[src/rtl/wb_neuron_master.sv]
// Wishbone classic initiator for the neuron_core responder port.
// Commands are queued in a small FIFO and answered one response per command.
module wb_neuron_master #(
    parameter int ADDR_W     = 32,
    parameter int DATA_W     = 32,
    parameter int FIFO_DEPTH = 4,
    parameter int TIMEOUT    = 255
) (
    input  logic                clk,
    input  logic                rst,
    input  logic                cmd_valid,
    output logic                cmd_ready,
    input  logic                cmd_we,
    input  logic [ADDR_W-1:0]   cmd_adr,
    input  logic [DATA_W-1:0]   cmd_dat,
    input  logic [DATA_W/8-1:0] cmd_sel,
    output logic                rsp_valid,
    input  logic                rsp_ready,
    output logic [DATA_W-1:0]   rsp_dat,
    output logic                rsp_err,
    output logic                wbm_cyc_o,
    output logic                wbm_stb_o,
    output logic                wbm_we_o,
    output logic [ADDR_W-1:0]   wbm_adr_o,
    output logic [DATA_W-1:0]   wbm_dat_o,
    output logic [DATA_W/8-1:0] wbm_sel_o,
    input  logic [DATA_W-1:0]   wbm_dat_i,
    input  logic                wbm_ack_i,
    output logic                busy
);
    localparam int SEL_W = DATA_W / 8;
    localparam int PTR_W = (FIFO_DEPTH > 1) ? $clog2(FIFO_DEPTH) : 1;
    localparam int CNT_W = PTR_W + 1;
    localparam logic [CNT_W-1:0] L_DEPTH    = CNT_W'(FIFO_DEPTH);
    localparam logic [7:0]       L_TMO_LAST = 8'(TIMEOUT - 1);

    localparam logic [1:0] S_IDLE = 2'd0;
    localparam logic [1:0] S_REQ  = 2'd1;
    localparam logic [1:0] S_RESP = 2'd2;

    logic              r_fifo_we  [FIFO_DEPTH];
    logic [ADDR_W-1:0] r_fifo_adr [FIFO_DEPTH];
    logic [DATA_W-1:0] r_fifo_dat [FIFO_DEPTH];
    logic [SEL_W-1:0]  r_fifo_sel [FIFO_DEPTH];

    logic [PTR_W-1:0]  r_wr_ptr;
    logic [PTR_W-1:0]  r_rd_ptr;
    logic [CNT_W-1:0]  r_count;
    logic [1:0]        r_state;
    logic [7:0]        r_tmo;
    logic              r_cyc;
    logic              r_stb;
    logic              r_we;
    logic [ADDR_W-1:0] r_adr;
    logic [DATA_W-1:0] r_dat;
    logic [SEL_W-1:0]  r_sel;
    logic [DATA_W-1:0] r_rsp_dat;
    logic              r_rsp_err;

    logic w_push;
    logic w_pop;

    // Ready depends only on the registered count, so a same-cycle pop never frees a slot.
    assign cmd_ready = (r_count != L_DEPTH);
    assign w_push    = cmd_valid && cmd_ready;
    assign w_pop     = (r_state == S_IDLE) && (r_count != '0);

    always_ff @(posedge clk) begin
        if (w_push) begin
            r_fifo_we[r_wr_ptr]  <= cmd_we;
            r_fifo_adr[r_wr_ptr] <= cmd_adr;
            r_fifo_dat[r_wr_ptr] <= cmd_dat;
            r_fifo_sel[r_wr_ptr] <= cmd_sel;
        end
    end

    always_ff @(posedge clk) begin
        if (rst) begin
            r_wr_ptr <= '0;
            r_rd_ptr <= '0;
            r_count  <= '0;
        end else begin
            if (w_push) begin
                r_wr_ptr <= r_wr_ptr + PTR_W'(1);
            end
            if (w_pop) begin
                r_rd_ptr <= r_rd_ptr + PTR_W'(1);
            end
            case ({w_push, w_pop})
                2'b10:   r_count <= r_count + CNT_W'(1);
                2'b01:   r_count <= r_count - CNT_W'(1);
                default: r_count <= r_count;
            endcase
        end
    end

    always_ff @(posedge clk) begin
        if (rst) begin
            r_state   <= S_IDLE;
            r_tmo     <= '0;
            r_cyc     <= 1'b0;
            r_stb     <= 1'b0;
            r_we      <= 1'b0;
            r_adr     <= '0;
            r_dat     <= '0;
            r_sel     <= '0;
            r_rsp_dat <= '0;
            r_rsp_err <= 1'b0;
        end else begin
            case (r_state)
                S_IDLE: begin
                    if (w_pop) begin
                        r_we    <= r_fifo_we[r_rd_ptr];
                        r_adr   <= r_fifo_adr[r_rd_ptr];
                        r_dat   <= r_fifo_dat[r_rd_ptr];
                        r_sel   <= r_fifo_sel[r_rd_ptr];
                        r_cyc   <= 1'b1;
                        r_stb   <= 1'b1;
                        r_tmo   <= '0;
                        r_state <= S_REQ;
                    end
                end
                S_REQ: begin
                    // An ack on the final allowed cycle still wins over the timeout.
                    if (wbm_ack_i) begin
                        r_cyc     <= 1'b0;
                        r_stb     <= 1'b0;
                        r_rsp_dat <= r_we ? '0 : wbm_dat_i;
                        r_rsp_err <= 1'b0;
                        r_state   <= S_RESP;
                    end else if (r_tmo == L_TMO_LAST) begin
                        r_cyc     <= 1'b0;
                        r_stb     <= 1'b0;
                        r_rsp_dat <= '0;
                        r_rsp_err <= 1'b1;
                        r_state   <= S_RESP;
                    end else begin
                        r_tmo <= r_tmo + 8'd1;
                    end
                end
                S_RESP: begin
                    if (rsp_ready) begin
                        r_state <= S_IDLE;
                    end
                end
                default: r_state <= S_IDLE;
            endcase
        end
    end

    assign wbm_cyc_o = r_cyc;
    assign wbm_stb_o = r_stb;
    assign wbm_we_o  = r_we;
    assign wbm_adr_o = r_adr;
    assign wbm_dat_o = r_dat;
    assign wbm_sel_o = r_sel;
    assign rsp_valid = (r_state == S_RESP);
    assign rsp_dat   = r_rsp_dat;
    assign rsp_err   = r_rsp_err;
    assign busy      = (r_count != '0) || (r_state != S_IDLE);

endmodule

[config.mk]
export PLATFORM = sky130hd
export DESIGN_NAME = wb_neuron_master
export DESIGN_NICKNAME = d
export VERILOG_FILES = /design/src/rtl/wb_neuron_master.sv
export SDC_FILE = /design/constraint.sdc
export NUM_CORES = 1
export LEC_CHECK = 0
export CAP_MARGIN = 30
export CORE_MARGIN = 2
export CORE_UTILIZATION = 56
export CTS_BUF_LIST = sky130_fd_sc_hd__clkbuf_4
export DETAILED_ROUTE_END_ITERATION = 8
export PLACE_DENSITY_LB_ADDON = 0.15
export SYNTH_ARGS = -nofsm -noshare
export SYNTH_HDL_FRONTEND = slang
export SYNTH_SLANG_ARGS = --single-unit
[constraint.sdc]
create_clock -name clk -period 2.92 [get_ports clk]
set_input_delay 0.292 -clock clk [delete_from_list [all_inputs] [get_ports clk]]
set_output_delay 0.292 -clock clk [all_outputs]
set_load 0.02 [all_outputs]
---- Word level (Yosys, flattened, before mapping) ----
Memories as Yosys holds them, arrays and structs flattened. A register that Yosys moved wholly into a read port is not among the register bits.
Cells that the tools add are included.
Widths: inputs -> output; s select.
storage, ports and cells
  logic and storage cells ................. 63
  memories kept ........................... 4
  flip-flop bits (word level) ............. 51
  bits of input ports ..................... 106
  bits in writable memories ............... 276
  output and inout port bits .............. 107
operators by class
  add/sub/neg operators ................... 5
  reductions and logical operators ........ 14
  equal/unequal tests ..................... 11
  muxes and demuxes ....................... 21
memory list
  name        words  bits a word  rd ports  clocked after memory_dff  wr ports  RTL line  source
  r_fifo_adr  4      32           1         1                         1         42        logic [ADDR_W-1:0] r_fifo_adr [FIFO_DEPTH];
  r_fifo_dat  4      32           1         1                         1         43        logic [DATA_W-1:0] r_fifo_dat [FIFO_DEPTH];
  r_fifo_sel  4      4            1         1                         1         44        logic [SEL_W-1:0] r_fifo_sel [FIFO_DEPTH];
  r_fifo_we   4      1            1         1                         1         41        logic r_fifo_we [FIFO_DEPTH];
operator list
  kind                 number
  $mux 32              3
  $mux 8               3
  $pmux 8 s2           1
  $add 8x1->8 const B  1
  $eq 8x8->1 const B   1
  $mux 2               4
  $reduce_bool 2->1    4
  $mux 1               7
  $ne 2x2->1 const B   3
  $ne 3x3->1 const B   2
  $pmux 2 s3           1
  $pmux 3 s2           1
  $reduce_and 3->1     2
  $add 2x1->2 const B  2
  $eq 2x1->1 const B   2
  $eq 2x2->1 const B   2
  $reduce_and 2->1     2
  $reduce_and 4->1     1
  $add 3x1->3 const B  1
  $reduce_bool 3->1    1
  $sub 3x1->3 const B  1
  $logic_and 1x1->1    2
  $logic_not 2->1      1
  $ne 2x1->1 const B   1
  other kinds (2)      2

---- Longest topological paths before layout ----
  depth after elaboration ................. 4
  mapped depth ............................ 10
  depth with buffers taken out ............ 9

---- Worst setup path after synthesis ----
Ideal clock, no wire load.
  path type ............................... register -> register
  start point ............................. register r_count[0]
  end point ............................... memory r_fifo_adr[0][0], enable pin
  slack ................................... 0.134 ns
  cell stages (with the launch flop) ...... 3
  setup time .............................. 0.435 ns
  arrival time ............................ 2.351 ns
  cell sequence ........................... dfxtp_1 > or3b_1 > and3_1
on the way
  cells in the longest elaborated chain, start to end .. 4
ends and longest elaborated chain
  what                          RTL line  source
  start: declaration            48        logic [CNT_W-1:0] r_count;
  start signal: assignment      90        2'b10: r_count <= r_count + CNT_W'(1);
  start signal: assignment      91        2'b01: r_count <= r_count - CNT_W'(1);
  start signal: assignment      92        default: r_count <= r_count;
  $ne 3x3->1                    64        assign cmd_ready = (r_count != L_DEPTH);
  via cmd_ready                 12        output logic cmd_ready,
  $logic_and 1x1->1             65        assign w_push = cmd_valid && cmd_ready;
  $mux 1                        69        if (w_push) begin
  $mux 1 (not written as such)  71        r_fifo_adr[r_wr_ptr] <= cmd_adr;
  end: declaration              42
The timed path passes the listed nets, and every way through them passes these cells.

---- Final worst setup path ----
  start point ............................. register r_count[0]
  end point ............................... register r_count[2]
on the way
  cells in the longest elaborated chain, start to end .. 4
  elaborated cells between the ends (all ways) .. 10
  classes of those cells .................. add/sub (2); eq/ne (3); mux (1); reduce/logical (4)
ends and longest elaborated chain
  what                                                    RTL line  source
  $ne 3x3->1 / $reduce_bool 3->1 (equally long branches)  64, 66
  $logic_and 1x1->1 (on tied branches)                    65, 66
  $eq 2x1->1 / $eq 2x2->1 (equally long branches)         89        case ({w_push, w_pop})
  $pmux 3 s2 / $reduce_bool 2->1 (equally long branches)  -
Parallel ways exist; a longest one is shown, timed or not.
A chain may end at the register's enable or synchronous reset.

==> results.yml <==
logic_synthesis:
  yosys-mux-area-fraction_pct: 10.8
  netlist.top_cell.by_area: "edfxtp_1"
  yosysWarnings: 0
  syn_area_um2: 14300
  ys_seq_area_share_pct: 74.6
  synth_compound_area_share_pct: 5.50
  syn_avg_cell_area_um2: 16.8
  ys_async_sr_fraction_pct: 0
  synth.distinct_cells: 46
  syn_inst: 852
  synthAdderAreaFrac_pct: 0.751
  synth_area_leaders: "edfxtp_1 58%, dfxtp_1 17%, mux4_2 11%, nand2_1 3.8%, a21oi_1 2.6%"
  ys.flop_type: "edfxtp_1"
  post-synth-top-count-cell: "edfxtp_1"
  synth_top_area_share_pct: 57.9
  synthSimpleGateAreaFrac_pct: 5.70
  synth-edff-count: 276
  synth_nets: 966
  ys_ff_latch: 396
  synth_top_family_by_area: "multiplexers"
  synth_xor_area_share_pct: 0.428
  synth_commonest_cells: "276 x edfxtp_1, 145 x nand2_1, 120 x dfxtp_1"
detailed_routing:
  met1_length_um: 12000
  drt_iter0_markers: 506
  vias: 8392
  wl_met2_um: 14700
  postRouteAntennaNets: 0
  viasPerCell: 5.41
  wire_per_inst_um: 18.8
  post-route-drc-count: 0
  dr.pass1.iters: 7
  wl_met3_um: 2100
  wl_um: 29200
  routed.top_layer: "met4"
job:
  maxCapViolations: 0
die:
  pin_count: 213
  die_area_um2: 26900
  initial_core_util_pct: 56.9
  core_area_um2: 25200
  fp.dieW_um: 164
  rows: 58
  die_y_um: 164
sta:
  slew_violations: 0
  timing.final.crit_share_pct: 84.4
  rsz0062_at_grt: "false"
  finalClockSkew_ns: 0.0414
  setup_violations: 0
  fmax_mhz: 406
  slew_headroom_pct: 38.7
  fin_hold_ws_ns: 0.185
  fin_crit_ns: 2.47
  hold_viol: 0
  worstMarginPinSlew_ns: 0.920
  worst_slack_ns: 0.454
  tns_ns: 0
global_route:
  antenna_found_initial: 3
  grt_overflow: 0
  grt_max_degree: 76
  grt_pass1_vias: 8563
  grt_first_pass_wirelength_um: 45200
  grt_usage_pct: 22.2
clock_network:
  clock-sinks: 396
  clk_pin_slew_ns: 0.07
  cts_buffers: 95
  htree_levels: 3
  cts_max_path_buffers: 3
  worstSkewPairLatency_ns: 0.72
  cts-root-buf: "clkbuf_4"
  cts_tree: "done"
  post_cts_buffers: 0
place:
  gp_congestion: 0.765
  port_buffers: 212
  hpwl_um: 17600
  dp_slack_ns: 0.528
layout:
  drive_above_1_share_pct: 21.2
  nFillCells: 1637
  seqCellArea_um2: 10700
  final_core_util_pct: 72.3
  multi_input_area_um2: 3350
  final_nets: 1249
  area_growth_pct: 27.1
critical_path:
  critPathArrivalTime_ns: 3.08
  required_ns: 3.53
  cp-end-kind: "flip-flop"
  critPathMaxFanout: 6
  cp-start-kind: "flip-flop"
  worstSetupPathType: "reg -> reg"
power_and_ir_drop:
  power_leakage_uw: 0.00617
  peakVddDrop_uv: 648
  powerDensity_nw_per_um2: 923
status:
  status: "finished clean"
min_path:
  hold_path_class: "in -> reg"
report_power, final:
part	total, uW	internal [uW]	leakage [uW]	switching (uW)
sequential	7520	7000	0.00351	519
clock	4630	2540	0.000761	2100
combinational	4650	2140	0.00190	2520
total	16800	11700	0.00617	5130
what timing repair did:
action                                 in CTS  in global routing
resized for setup                           0                  0
hold buffers                                1                  0
endpoints found under the hold margin      19                  0
critical path: stages (launching register included):
cell	delay, ns
dfxtp_1	0.34
or3b_1	0.49
and2_1	0.24
inv_1	0.08
ha_1	0.18
inv_1	0.06
fa_1	0.37
xor2_1	0.16
or3_1	0.30
a21oi_1	0.14
through the flow:
| step | instance area, um^2 | total power [uW] | std cells |
|---|---|---|---|
| floorplan | 14300 | 10400 | 852 |
| global placement | 16900 | 12200 | 1367 |
| detailed placement | 16900 | 12300 | 1367 |
| CTS | 18200 | 17000 | 1546 |
| global route | 18200 | 17700 | 1548 |
| finish | 18200 | 16800 | 1550 |
registers in the layout, indices dropped and copies added (netlist names):
signal	cells
r_count	3
r_fifo_adr	128
r_tmo	8
wbm_dat_o	32
wbm_stb_o	1
r_state	2
wbm_adr_o	32
r_fifo_we	4
r_wr_ptr	2
rsp_dat	32
r_rd_ptr	2
wbm_we_o	1
r_fifo_dat	128
wbm_sel_o	4
rsp_err	1
r_fifo_sel	16
cells by family (layout without fill, tap and decap cells):
logic type | Yosys count | count (layout)
AO/OA/AOI/OAI | 123 | 123
XOR/XNOR | 7 | 7
adder cells (fa/ha/maj) | 8 | 8
buffers and inverters | 63 | 427
flip-flops | 396 | 396
multiplexers | 69 | 69
other | 0 | 4
AND/OR/NAND/NOR | 186 | 186
final cells by class:
class / instances / area share (%)
flip-flops and latches: 396 / 58.8
repair buffers: 235 / 13.0
diodes: 4 / 0.0550
multi-input cells: 393 / 18.4
inverters: 14 / 0.289
clock inverters: 34 / 1.24
well taps: 330 / 2.27
clock buffers: 144 / 5.94
metal layers:
metal | vias to the layer above | track usage (%)
met5 | - | 0
met4 | 0 | 8.37
met3 | 40 | 5.81
met2 | 308 | 37.1
met1 | 4140 | 28.1
li1 | 3904 | -
path summary, 6_finish.rpt:
kind / from / endpoint / slack [ns] / cells after the start
setup reg to reg: r_count[0]$_SDFFE_PP0P_ / r_count[2]$_SDFFE_PP0P_ / 0.45 / 9
hold / removal: wbm_dat_i[22] / rsp_dat[22]$_SDFFE_PP0P_ / 0.19 / 2
setup / recovery: r_count[0]$_SDFFE_PP0P_ / r_count[2]$_SDFFE_PP0P_ / 0.45 / 9
hold reg to reg: wbm_dat_o[26]$_SDFFE_PP0P_ / wbm_dat_o[26]$_SDFFE_PP0P_ / 0.45 / 2
placed cells by master (no fill, tap or decap), drive strengths merged, types with 2 or more instances in the layout:
cell | netlist | layout
o211ai | 2 | 2
o21ai | 5 | 5
xor2 | 3 | 3
or3b | 2 | 2
ha | 7 | 7
nand3b | 2 | 2
clkinvlp | 0 | 2
inv | 14 | 15
mux4 | 69 | 69
a22oi | 2 | 2
a21oi | 75 | 75
buf | 31 | 23
and3 | 5 | 5
clkbuf | 18 | 144
o32ai | 3 | 3
xnor2 | 4 | 4
bufinv | 0 | 3
and2b | 2 | 2
clkdlybuf4s50 | 0 | 211
edfxtp | 276 | 276
nor3 | 2 | 2
a22o | 32 | 32
diode | 0 | 4
nand2 | 145 | 145
nand3 | 5 | 5
clkinv | 0 | 28
dfxtp | 120 | 120
or3 | 3 | 3
nor2 | 10 | 10
nand2b | 2 | 2
nand4b | 3 | 3
Power figures use the tool's default switching activity.
==> RTL edit: new RTL, same settings <==
Change the parameter `ADDR_W` from 32 to 48.
--- a/src/rtl/wb_neuron_master.sv
+++ b/src/rtl/wb_neuron_master.sv
@@ -2,5 +2,5 @@
 // Commands are queued in a small FIFO and answered one response per command.
 module wb_neuron_master #(
-    parameter int ADDR_W     = 32,
+    parameter int ADDR_W     = 48,
     parameter int DATA_W     = 32,
     parameter int FIFO_DEPTH = 4,
Interface: changed (resized cmd_adr and wbm_adr_o); port bits go from 213 to 245. No check against the original RTL was run, so the function may have changed too.
==> RTL edit against the unedited design <==
  * Final area up 19%
  * Synthesized area is 20% higher
  * Critical endpoint is now cmd_ready
  * Power increased by 20%
  * Clock power up 17%
  * Sequential share of layout area up 1.0 points
  * Via count increased by 17%
  * Wire length increased by 18%
  * Sequential cell count up 80
  * Worst setup slack got worse by 0.036 ns
  * Critical path type is now reg -> out
==> RTL edit: results (changes against the unedited design) <==
[run_status]
status=completed  ; unchanged

[placed_design]
place.gp.congestion=0.736  ; was 0.765
dp_hpwl_mm=19.6  ; was 17.6 mm
port-buffer-count=244  ; was 212

[setup_path]
crit_fanout=6  ; unchanged
crit_family=buffers and inverters  ; was simple AND/OR/NAND/NOR gates
crit_slowest_cell=clkdlybuf4s50_1  ; was or3b_1
slowest_delay_ns=0.61  ; was 0.49 ns

[clock_tree]
numCtsBuffers=115  ; was 95
clockBufferDepth=3  ; unchanged
ctsHtreeMaxLevel=3  ; unchanged
clk_pin_slew_ns=0.06
insertion_delay_ns=0.76  ; was 0.72 ns
clockRootBuffer=clkbuf_4  ; unchanged

[detailed_routing]
drt-pass1-iter-count=5  ; was 7
num_vias=9840  ; was 8392
drt_iter0_drc=554  ; was 506
wl_per_cell_um=18.8  ; about the same

[synthesis]
ys_types=41  ; was 46
ys.warnings.count=0  ; unchanged
synthesis.nets=1135  ; was 966
ys_seq_area_frac=0.754  ; was 0.746
ys_top_cells_by_count=edfxtp_1 (340), nand2_1 (174), dfxtp_1 (136)  ; was edfxtp_1 (276), nand2_1 (145), dfxtp_1 (120)
yosys-top-cells-area=edfxtp_1 (60%), dfxtp_1 (16%), mux4_2 (11%)  ; was edfxtp_1 (58%), dfxtp_1 (17%), mux4_2 (11%)
synthFlopType=edfxtp_1  ; unchanged
synth_async_sr_flop_share=0  ; unchanged
synth_edf_count=340  ; was 276

[grt]
grt_max_degree=86  ; was 76
grt_pass1_vias=9860  ; was 8563
antenna_found_initial=6  ; was 3
grt_pass1_wl_mm=52.1  ; was 45.2 mm
track_usage=0.215  ; was 0.222

[power_and_ir_drop]
vdd_drop_max_v=0.000621  ; was 0.000648 V
p_leak_nw=7.28  ; was 6.17 nW

[layout]
num-fill-cells=2062  ; was 1637
layout-drive-gt1-share=0.216  ; was 0.212
largest_reg_flops=192
nets=1459  ; was 1249
regMostFlops=r_fifo_adr

[sta]
skew_ns=0.0746  ; was 0.0414 ns
worst_slew_pin_slew_ns=0.609  ; was 0.920 ns

[worst_hold_path]
hp-class=in -> reg  ; unchanged

RTL edit: per-layer routing:
metal	vias up	part of all wire	global-route usage
met3	52	0.061	0.0536
met1	4908	0.41	0.267
met2	281	0.52	0.368
met5	-	0.00078	0
met4	4	0.016	0.0803
li1	4595	-	-
RTL edit: what timing repair did:
| action | in CTS | in global routing |
|---|---|---|
| gates resized for setup | 0 | 0 |
| setup endpoints to repair | 0 | 0 |
| hold buffers | 1 | 0 |
| hold endpoints to repair | 19 | 0 |
| buffers inserted | 0 | 0 |
RTL edit: final timing paths:
path	startpoint	endpoint	slack, ns	cells past startpoint
max	r_count[2]$_SDFFE_PP0P_	cmd_ready	0.42	2
max reg2reg	r_count[2]$_SDFFE_PP0P_	r_count[2]$_SDFFE_PP0P_	0.48	9
min	wbm_dat_i[12]	rsp_dat[12]$_SDFFE_PP0P_	0.13	2
min reg2reg	wbm_dat_o[13]$_SDFFE_PP0P_	wbm_dat_o[13]$_SDFFE_PP0P_	0.45	2
RTL edit: cell families (layout without fill, tap and decap cells):
group	after synthesis	count (layout)	share of synthesized area
AO/OA/AOI/OAI	147	147	0.0517
XOR/XNOR	5	5	0.00255
adder cells (fa/ha/maj)	8	8	0.00627
buffers and inverters	69	492	0.0209
flip-flops	476	476	0.754
multiplexers	85	85	0.112
other	0	4	0
AND/OR/NAND/NOR	215	215	0.0528
RTL edit: metrics by stage:
| step | cell area, um^2 | util | power [W] | setup slack (ns) | cells |
|---|---|---|---|---|---|
| 6_report | 21600 | 0.713 | 0.0202 | 0.419 | 1828 |
| 2_1_floorplan | 17200 | - | 0.0127 | 0.553 | 1005 |
| 5_1_grt | 21600 | 0.713 | 0.0213 | 0.282 | 1827 |
| 3_5_place_dp | 20100 | 0.662 | 0.0151 | 0.519 | 1607 |
| 3_3_place_gp | 20100 | 0.661 | 0.0149 | 0.553 | 1606 |
| 4_1_cts | 21600 | 0.713 | 0.0205 | 0.338 | 1824 |
RTL edit: worst register-to-register path, stage by stage, from the launching register on:
cell     delay (ns)
dfxtp_1        0.38
or3b_1         0.46
and2_1         0.23
inv_1          0.09
ha_1           0.18
inv_1          0.06
fa_1           0.37
xor2_1         0.16
or3_1          0.30
a21oi_1        0.14
RTL edit: power breakdown:
group,switching [W],internal (W),total (W)
registers,0.000573,0.00838,0.00895
logic,0.00329,0.00258,0.00587
clock network,0.00252,0.00289,0.00541
RTL edit: area by class of cell:
type / count / area (um^2) / share of cell area
tap: 396 / 495 / 0.0229
sequential: 476 / 12900 / 0.598
timing repair buffer: 265 / 2730 / 0.126
antenna: 4 / 10.0 / 0.000462
clock inverter: 37 / 191 / 0.00884
clock buffer: 179 / 1340 / 0.0621
multi-input combinational: 460 / 3890 / 0.180
inverter: 11 / 42.5 / 0.00197
